[src/rtl/quad_enc_emulator_pkg.sv]
// Shared definitions for the quadrature encoder emulator: FSM states and
// the forward Gray phase table.
package quad_enc_emulator_pkg;

   typedef enum logic [1:0] {
      ENC_IDLE = 2'd0,
      ENC_RUN  = 2'd1,
      ENC_DONE = 2'd2
   } enc_state_t;

   // Forward order of (A,B): 00 -> 10 -> 11 -> 01 -> 00
   function automatic logic [1:0] gray_ab(input logic [1:0] phase);
      logic [1:0] ab;
      case (phase)
         2'd0:    ab = 2'b00;
         2'd1:    ab = 2'b10;
         2'd2:    ab = 2'b11;
         default: ab = 2'b01;
      endcase
      return ab;
   endfunction

endpackage

[src/rtl/quad_enc_emulator_phase_step.sv]
// Phase and index tracker: on each step strobe advances the Gray phase and
// the once-per-revolution index counter, with registered A/B/I outputs.
module quad_phase_step
   import quad_enc_emulator_pkg::*;
#(
   parameter int unsigned CPR = 4000
) (
   input  logic clk,
   input  logic reset,
   input  logic step,
   input  logic dir,
   output logic enc_a,
   output logic enc_b,
   output logic enc_i
);

   localparam int unsigned IDX_W = (CPR > 2) ? $clog2(CPR) : 1;
   localparam logic [IDX_W-1:0] IDX_MAX = IDX_W'(CPR - 1);

   logic [1:0]       phase;
   logic [1:0]       phase_nxt;
   logic [IDX_W-1:0] idx_cnt;
   logic [IDX_W-1:0] idx_nxt;
   logic [1:0]       ab_nxt;

   always_comb begin
      phase_nxt = phase;
      idx_nxt   = idx_cnt;
      if (dir) begin
         phase_nxt = phase + 2'd1;
         idx_nxt   = (idx_cnt == IDX_MAX) ? '0 : idx_cnt + IDX_W'(1);
      end else begin
         phase_nxt = phase - 2'd1;
         idx_nxt   = (idx_cnt == '0) ? IDX_MAX : idx_cnt - IDX_W'(1);
      end
      ab_nxt = gray_ab(phase_nxt);
   end

   always_ff @(posedge clk) begin
      if (reset) begin
         phase   <= '0;
         idx_cnt <= '0;
         enc_a   <= 1'b0;
         enc_b   <= 1'b0;
         enc_i   <= 1'b1;
      end else if (step) begin
         phase   <= phase_nxt;
         idx_cnt <= idx_nxt;
         enc_a   <= ab_nxt[1];
         enc_b   <= ab_nxt[0];
         enc_i   <= (idx_nxt == '0);
      end
   end

endmodule

[src/rtl/quad_enc_emulator.sv]
// Quadrature encoder emulator: accepts move commands over valid/ready and
// emits Gray-coded A/B edges at a programmable spacing, tracking position.
module quad_enc_emulator
   import quad_enc_emulator_pkg::*;
#(
   parameter int unsigned POS_W = 32,
   parameter int unsigned CNT_W = 16,
   parameter int unsigned DIV_W = 16,
   parameter int unsigned CPR   = 4000
) (
   input  logic                    clk,
   input  logic                    reset,
   input  logic                    enable,
   input  logic [DIV_W-1:0]        div,
   input  logic                    cmd_valid,
   output logic                    cmd_ready,
   input  logic                    cmd_dir,
   input  logic [CNT_W-1:0]        cmd_count,
   output logic                    enc_a,
   output logic                    enc_b,
   output logic                    enc_i,
   output logic signed [POS_W-1:0] position,
   output logic                    busy,
   output logic                    done
);

   enc_state_t       state;
   logic [DIV_W-1:0] timer;
   logic [DIV_W-1:0] reload;
   logic [DIV_W-1:0] div_m1;
   logic [CNT_W-1:0] remaining;
   logic             dir_q;
   logic             step;

   assign cmd_ready = (state == ENC_IDLE) & enable & ~reset;

   always_comb begin
      div_m1 = (div == '0) ? '0 : div - DIV_W'(1);
      step   = (state == ENC_RUN) & enable & (timer == '0) & (remaining != '0);
   end

   // RUN lingers one cycle after the last edge so done trails that edge.
   always_ff @(posedge clk) begin
      if (reset) begin
         state     <= ENC_IDLE;
         timer     <= '0;
         reload    <= '0;
         remaining <= '0;
         dir_q     <= 1'b0;
         position  <= '0;
         busy      <= 1'b0;
         done      <= 1'b0;
      end else begin
         case (state)
            ENC_IDLE: begin
               done <= 1'b0;
               if (cmd_valid && cmd_ready) begin
                  dir_q     <= cmd_dir;
                  reload    <= div_m1;
                  timer     <= div_m1;
                  remaining <= cmd_count;
                  busy      <= 1'b1;
                  if (cmd_count == '0) begin
                     state <= ENC_DONE;
                     done  <= 1'b1;
                  end else begin
                     state <= ENC_RUN;
                  end
               end
            end
            ENC_RUN: begin
               if (enable) begin
                  if (remaining == '0) begin
                     state <= ENC_DONE;
                     done  <= 1'b1;
                  end else if (timer == '0) begin
                     remaining <= remaining - CNT_W'(1);
                     timer     <= reload;
                     position  <= dir_q ? position + POS_W'(1) : position - POS_W'(1);
                  end else begin
                     timer <= timer - DIV_W'(1);
                  end
               end
            end
            ENC_DONE: begin
               done  <= 1'b0;
               busy  <= 1'b0;
               state <= ENC_IDLE;
            end
            default: begin
               state <= ENC_IDLE;
               busy  <= 1'b0;
               done  <= 1'b0;
            end
         endcase
      end
   end

   quad_phase_step #(
      .CPR(CPR)
   ) u_phase (
      .clk   (clk),
      .reset (reset),
      .step  (step),
      .dir   (dir_q),
      .enc_a (enc_a),
      .enc_b (enc_b),
      .enc_i (enc_i)
   );

endmodule

[config.mk]
export PLATFORM = sky130hd
export DESIGN_NAME = quad_enc_emulator
export DESIGN_NICKNAME = d
export VERILOG_FILES = /design/src/rtl/quad_enc_emulator_pkg.sv /design/src/rtl/quad_enc_emulator_phase_step.sv /design/src/rtl/quad_enc_emulator.sv
export SDC_FILE = /design/constraint.sdc
export NUM_CORES = 1
export LEC_CHECK = 0
export ABC_AREA = 1
export CAP_MARGIN = 15
export CORE_ASPECT_RATIO = 2
export CORE_MARGIN = 2
export CORE_UTILIZATION = 55
export CTS_CLUSTER_SIZE = 20
export DETAILED_ROUTE_END_ITERATION = 10
export GPL_ROUTABILITY_DRIVEN = 0
export PLACE_DENSITY = 0.77
export SLEW_MARGIN = 10
export SYNTH_ARGS = -nofsm -noshare
export SYNTH_HDL_FRONTEND = slang
export SYNTH_SLANG_ARGS = --single-unit
[constraint.sdc]
create_clock -name clk -period 3.8 [get_ports clk]
set_input_delay 0.57 -clock clk [delete_from_list [all_inputs] [get_ports clk]]
set_output_delay 0.57 -clock clk [all_outputs]
set_load 0.02 [all_outputs]
======== After elaboration in Yosys (flattened, before gate mapping) ========
Cells that the tools add are included.
word-level totals
  flip-flop bits (word level) ............. 102
  input port bits ......................... 37
  logic and storage cells ................. 86
operators by class
  reduce and logical (&&, ||, !) cells .... 18
  mux-type cells .......................... 29
  equality and inequality tests ........... 9
  bitwise gates (word level) .............. 8
  add/sub/neg operators ................... 9
operators with widths
  operator                 count
  $mux W16                 9
  $logic_not A16 Y1        4
  $pmux W16 S2             2
  $sub A16 B1 Y16 const B  3
  $mux W12                 3
  $add A32 B2 Y32 const B  1
  $mux W32                 1
  $sub A32 B2 Y32 const B  1
  $logic_not A12 Y1        2
  $reduce_bool A16 Y1      1
  $add A12 B1 Y12 const B  1
  $eq A12 B12 Y1 const B   1
  $sub A12 B1 Y12 const B  1
  $mux W2                  5
  $reduce_and A4 Y1        2
  $ne A2 B1 Y1 const B     3
  $pmux W2 S3              1
  $reduce_and A2 Y1        3
  $and A1 B1 Y1            5
  $mux W1                  5
  $reduce_and A5 Y1        1
  $eq A2 B1 Y1 const B     2
  $logic_not A2 Y1         2
  $ne A2 B2 Y1 const B     2
  9 further kinds          12

======== Depth between registers and ports, before layout ========
  depth in word-level cells ............... 6
  depth in mapped cells ................... 15
  gate-level depth less buffers ........... 15

======== Hierarchy ========
From an unflattened synthesis, not the netlist that was laid out.
unflattened totals
  cell total of the unflattened synthesis .. 1548
  area total of the unflattened synthesis .. 8703.3 um^2
by module, submodules not included
  module             times used  seq. area each (um^2)  cells each  area each (um^2)
  quad_enc_emulator  1           1701.6                 1295        7287.0
  quad_phase_step    1           340.3                  253         1416.4

======== Worst setup path before layout ========
OpenSTA, ideal clock, no wires.
  path kind ............................... register to register
  start point ............................. register dir_q
  end point ............................... register position[30]
  period minus slack after synthesis ...... 2.760 ns
  arrival time ............................ 2.651 ns
  buffers on the path ..................... 1
  stages on the path, launching flop included .. 16
  path slack .............................. 1.040 ns
  data required time ...................... 3.691 ns
  path through ............................ dfxtp_1 > inv_1 > clkbuf_1 > ha_1 > a21oi_1 > nand2_1 > nand2_1 > nand2_1 > nand3_1 > nand2_1 > nand2_1 > nand2_1 > nand2_1 > nand3_1 > nand2_1 > inv_1
on the way
  word-level cells in the longest chain between the ends .. 1
RTL lines
  element                 line                     source
  start, declared         quad_enc_emulator.sv:32  logic dir_q;
  start signal, assigned  quad_enc_emulator.sv:58  dir_q <= cmd_dir;
  $mux W32                quad_enc_emulator.sv:79  position <= dir_q ? position + POS_W'(1) : position - POS_W'(1);
  end signal, assigned    quad_enc_emulator.sv:79
  end, declared           quad_enc_emulator.sv:22  output logic signed [POS_W-1:0] position,
Every way passes these cells.
A chain may end at the register's enable or synchronous reset.

======== Worst setup path after layout ========
  start point ............................. register dir_q
  end point ............................... register position[22]
Same word-level chain as after synthesis.

==> results.yml <==
power:
  finalPower_mw: 3.39
  power.density_mw_per_mm2: 362
  power.leakage_nw: 4.76
  vdd_drop_max_uv: 224
yosys:
  synth_cell_types: 45
  yosysWarnings: 0
  netlist_instances: 1390
  postSynthAreaPerCell_um2: 5.91
  syn_area_mm2: 0.00822
  synth.top_cell.area_share: 0.249
  synthTopCellsByCount: "nand2_1, nor2_1, inv_1"
  synth-seq-cells: 102
  ys.flop_type: "dfxtp_1"
  synth_nets: 1467
  seq_area_frac_synth: 0.249
  yosysMostFrequentCell: "nand2_1"
  synth_edf_count: 0
  synthArstFlopShare: 0
  yosys.area.top_type: "dfxtp_1"
  synth_area_leaders: "dfxtp_1, nand2_1, nor2_1"
sta:
  finalSetupViolCount: 0
  hold_viol_final: 0
  timing.hold.ws_ps: 475
  maxSlewHeadroom: 0.223
  rsz0062_at_grt: "false"
  timing.fmax_mhz: 339
  worst_pin_slew_ps: 1160
  fin_ws_ps: 849
  period_needed_ps: 2950
  fin_crit_sh: 0.777
  clock-skew-final_ps: 16.1
  tns_ps: 0
  maxSlewViolCount: 0
cts:
  hold_buffers: 0
  htree_levels: 3
  clockBufferDepth: 2
  cts_inserted_buffers: 9
  cts_num_sinks: 102
  cts_tree: "yes"
  clk-insertion-delay-late_ps: 370
  cts_setup_buffers: 0
  cts.clk_slew.worst_paths_ps: 90
  postCtsResizedCells: 0
  cts_root_buffer: "clkbuf_16"
critical_path:
  worstPathArrival_ps: 3210
  reg2reg_setup_slack_ps: 850
  max_stage_delay_ps: 830
  startpoint_type: "flop"
  worst_path_most_repeated_cell: "nand2_1"
  path_max_fanout: 31
  cp-end-kind: "flop"
  crit_chain: "inv_1, ha_1, a21oi_1, o21ai_0, a21oi_1, nand2_1, nand2_1, nand2_1, nand2_1, nand3_1, nand2_1, inv_1"
  cp.required_ps: 4060
  rr_worst_depth: 12
  criticalPathCategory: "reg -> reg"
  cp_slowest_cell: "inv_1"
  rr_startpoint: "dir_q"
  r2r-end: "position[22]"
global_route:
  grt_pass1_wl_um: 41800
  grt_max_degree: 47
  grtUsageTotal: 0.324
  grt-ovfl-total: 0
  grt_pass1_vias: 9036
  antenna_found_initial: 0
die:
  die_w_um: 90.4
  initial_core_util: 0.557
  coreArea_mm2: 0.0147
  placementRows: 63
  die-area_mm2: 0.0160
  io_pins: 75
  die_h_um: 177
place:
  io_buffers: 74
  pre_cts_ws_ps: 943
  dpl.hpwl_um: 19300
min_path:
  holdCritPathClass: "reg -> reg"
  hp-start: "reload[14]"
  hold_depth: 2
  min_to: "reload[14]"
drt:
  firstDrtPassIters: 8
  drtAntennaViolNets: 0
  drt_iter0_drc: 458
  vias: 9187
  drcViolationCount: 0
  wire_per_inst_um: 15.4
  viasPerCell: 5.59
  wl_um: 25300
final_layout:
  drive_above_1_share: 0.0380
  syn_to_final_growth_pct: 13.9
  fin_nets: 1520
  fin_util: 0.635
  num_antenna_cells: 0
flow_run:
  maxCapViolations: 0
outcome:
  status: "finished, final reports clean"
==> per-stage QoR <==
| stage | cell area [µm²] | instances |
|---|---|---|
| 2_1_floorplan | 8220 | 1390 |
| 3_3_place_gp | 9070 | 1627 |
| 3_5_place_dp | 9070 | 1627 |
| 4_1_cts | 9360 | 1643 |
| 5_1_grt | 9360 | 1643 |
| 6_report | 9360 | 1643 |
==> where the power goes <==
part	total [mW]	internal, mW	switching (mW)
Sequential	1.19	1.13	0.0580
Clock	0.952	0.468	0.484
Combinational	1.24	0.420	0.823
Total	3.39	2.02	1.37
==> kinds of logic after synthesis <==
kind of cell | count (synthesis) | share of synthesized area
adders and majority gates | 40 | 0.0618
DFF | 102 | 0.249
and+or+nand+nor | 749 | 0.384
buffers and inverters | 213 | 0.103
xor gates and xnor gates | 32 | 0.0341
AOI/OAI and AO/OA | 254 | 0.168
==> how the worst max path moves through the flow <==
| stage | start | to | depth (start not counted) |
|---|---|---|---|
| after floorplan | dir_q | position[30] | 15 |
| after global placement | div[0] | timer[11] | 14 |
| after detailed placement | dir_q | position[22] | 14 |
| after CTS | dir_q | position[22] | 14 |
| after global routing | dir_q | position[31] | 11 |
| final | dir_q | position[22] | 12 |
==> registers in the layout, indices dropped and copies added, names as in the netlist <==
name	cells
busy	1
dir_q	1
position	32
reload	16
u_phase.enc_b	1
u_phase.enc_i	1
timer	16
u_phase.idx_cnt	12
u_phase.enc_a	1
remaining	16
state	2
u_phase.phase	2
done	1
==> worst max-delay path, delay by kind of cell (launching register included) <==
kind | cells | cell delay, ps
flip-flops | 1 | 320
AO/OA/AOI/OAI | 3 | 660
AND/OR/NAND/NOR | 6 | 520
buffers and inverters | 2 | 860
adder cells (fa/ha/maj) | 1 | 460
==> metal layers <==
layer / vias to the layer above / global-route usage / part of all wire
li1: 4632 / - / -
met1: 4147 / 0.304 / 0.34
met2: 295 / 0.629 / 0.54
met3: 113 / 0.0371 / 0.037
met4: 0 / 0.242 / 0.077
met5: - / 0 / 0
==> area by class of cell <==
class / instances / area [µm²]
repair buffers: 84 / 811
inverters: 171 / 642
fillers: 1497 / 5380
clock inverters: 7 / 68.8
well taps: 195 / 244
flip-flops and latches: 102 / 2040
multi-input cells: 1075 / 5330
clock buffers: 9 / 225
==> placed cells by master (no fill, tap or decap), types with 5 or more instances in the layout <==
master           instances
xor2_1                  14
o21a_1                   5
or2_2                    6
xnor2_1                 18
nand2_1                372
nand4_1                 18
nor2_2                   6
dfxtp_1                102
clkdlybuf4s50_1         73
nand3_1                113
ha_1                    39
inv_1                  166
o21bai_1                 7
o21ai_0                100
clkbuf_16                9
o31ai_1                  9
nor3_1                  22
a31oi_1                 15
nor2_1                 192
buf_4                   10
a21oi_1                100
Power figures use the tool's default switching activity.
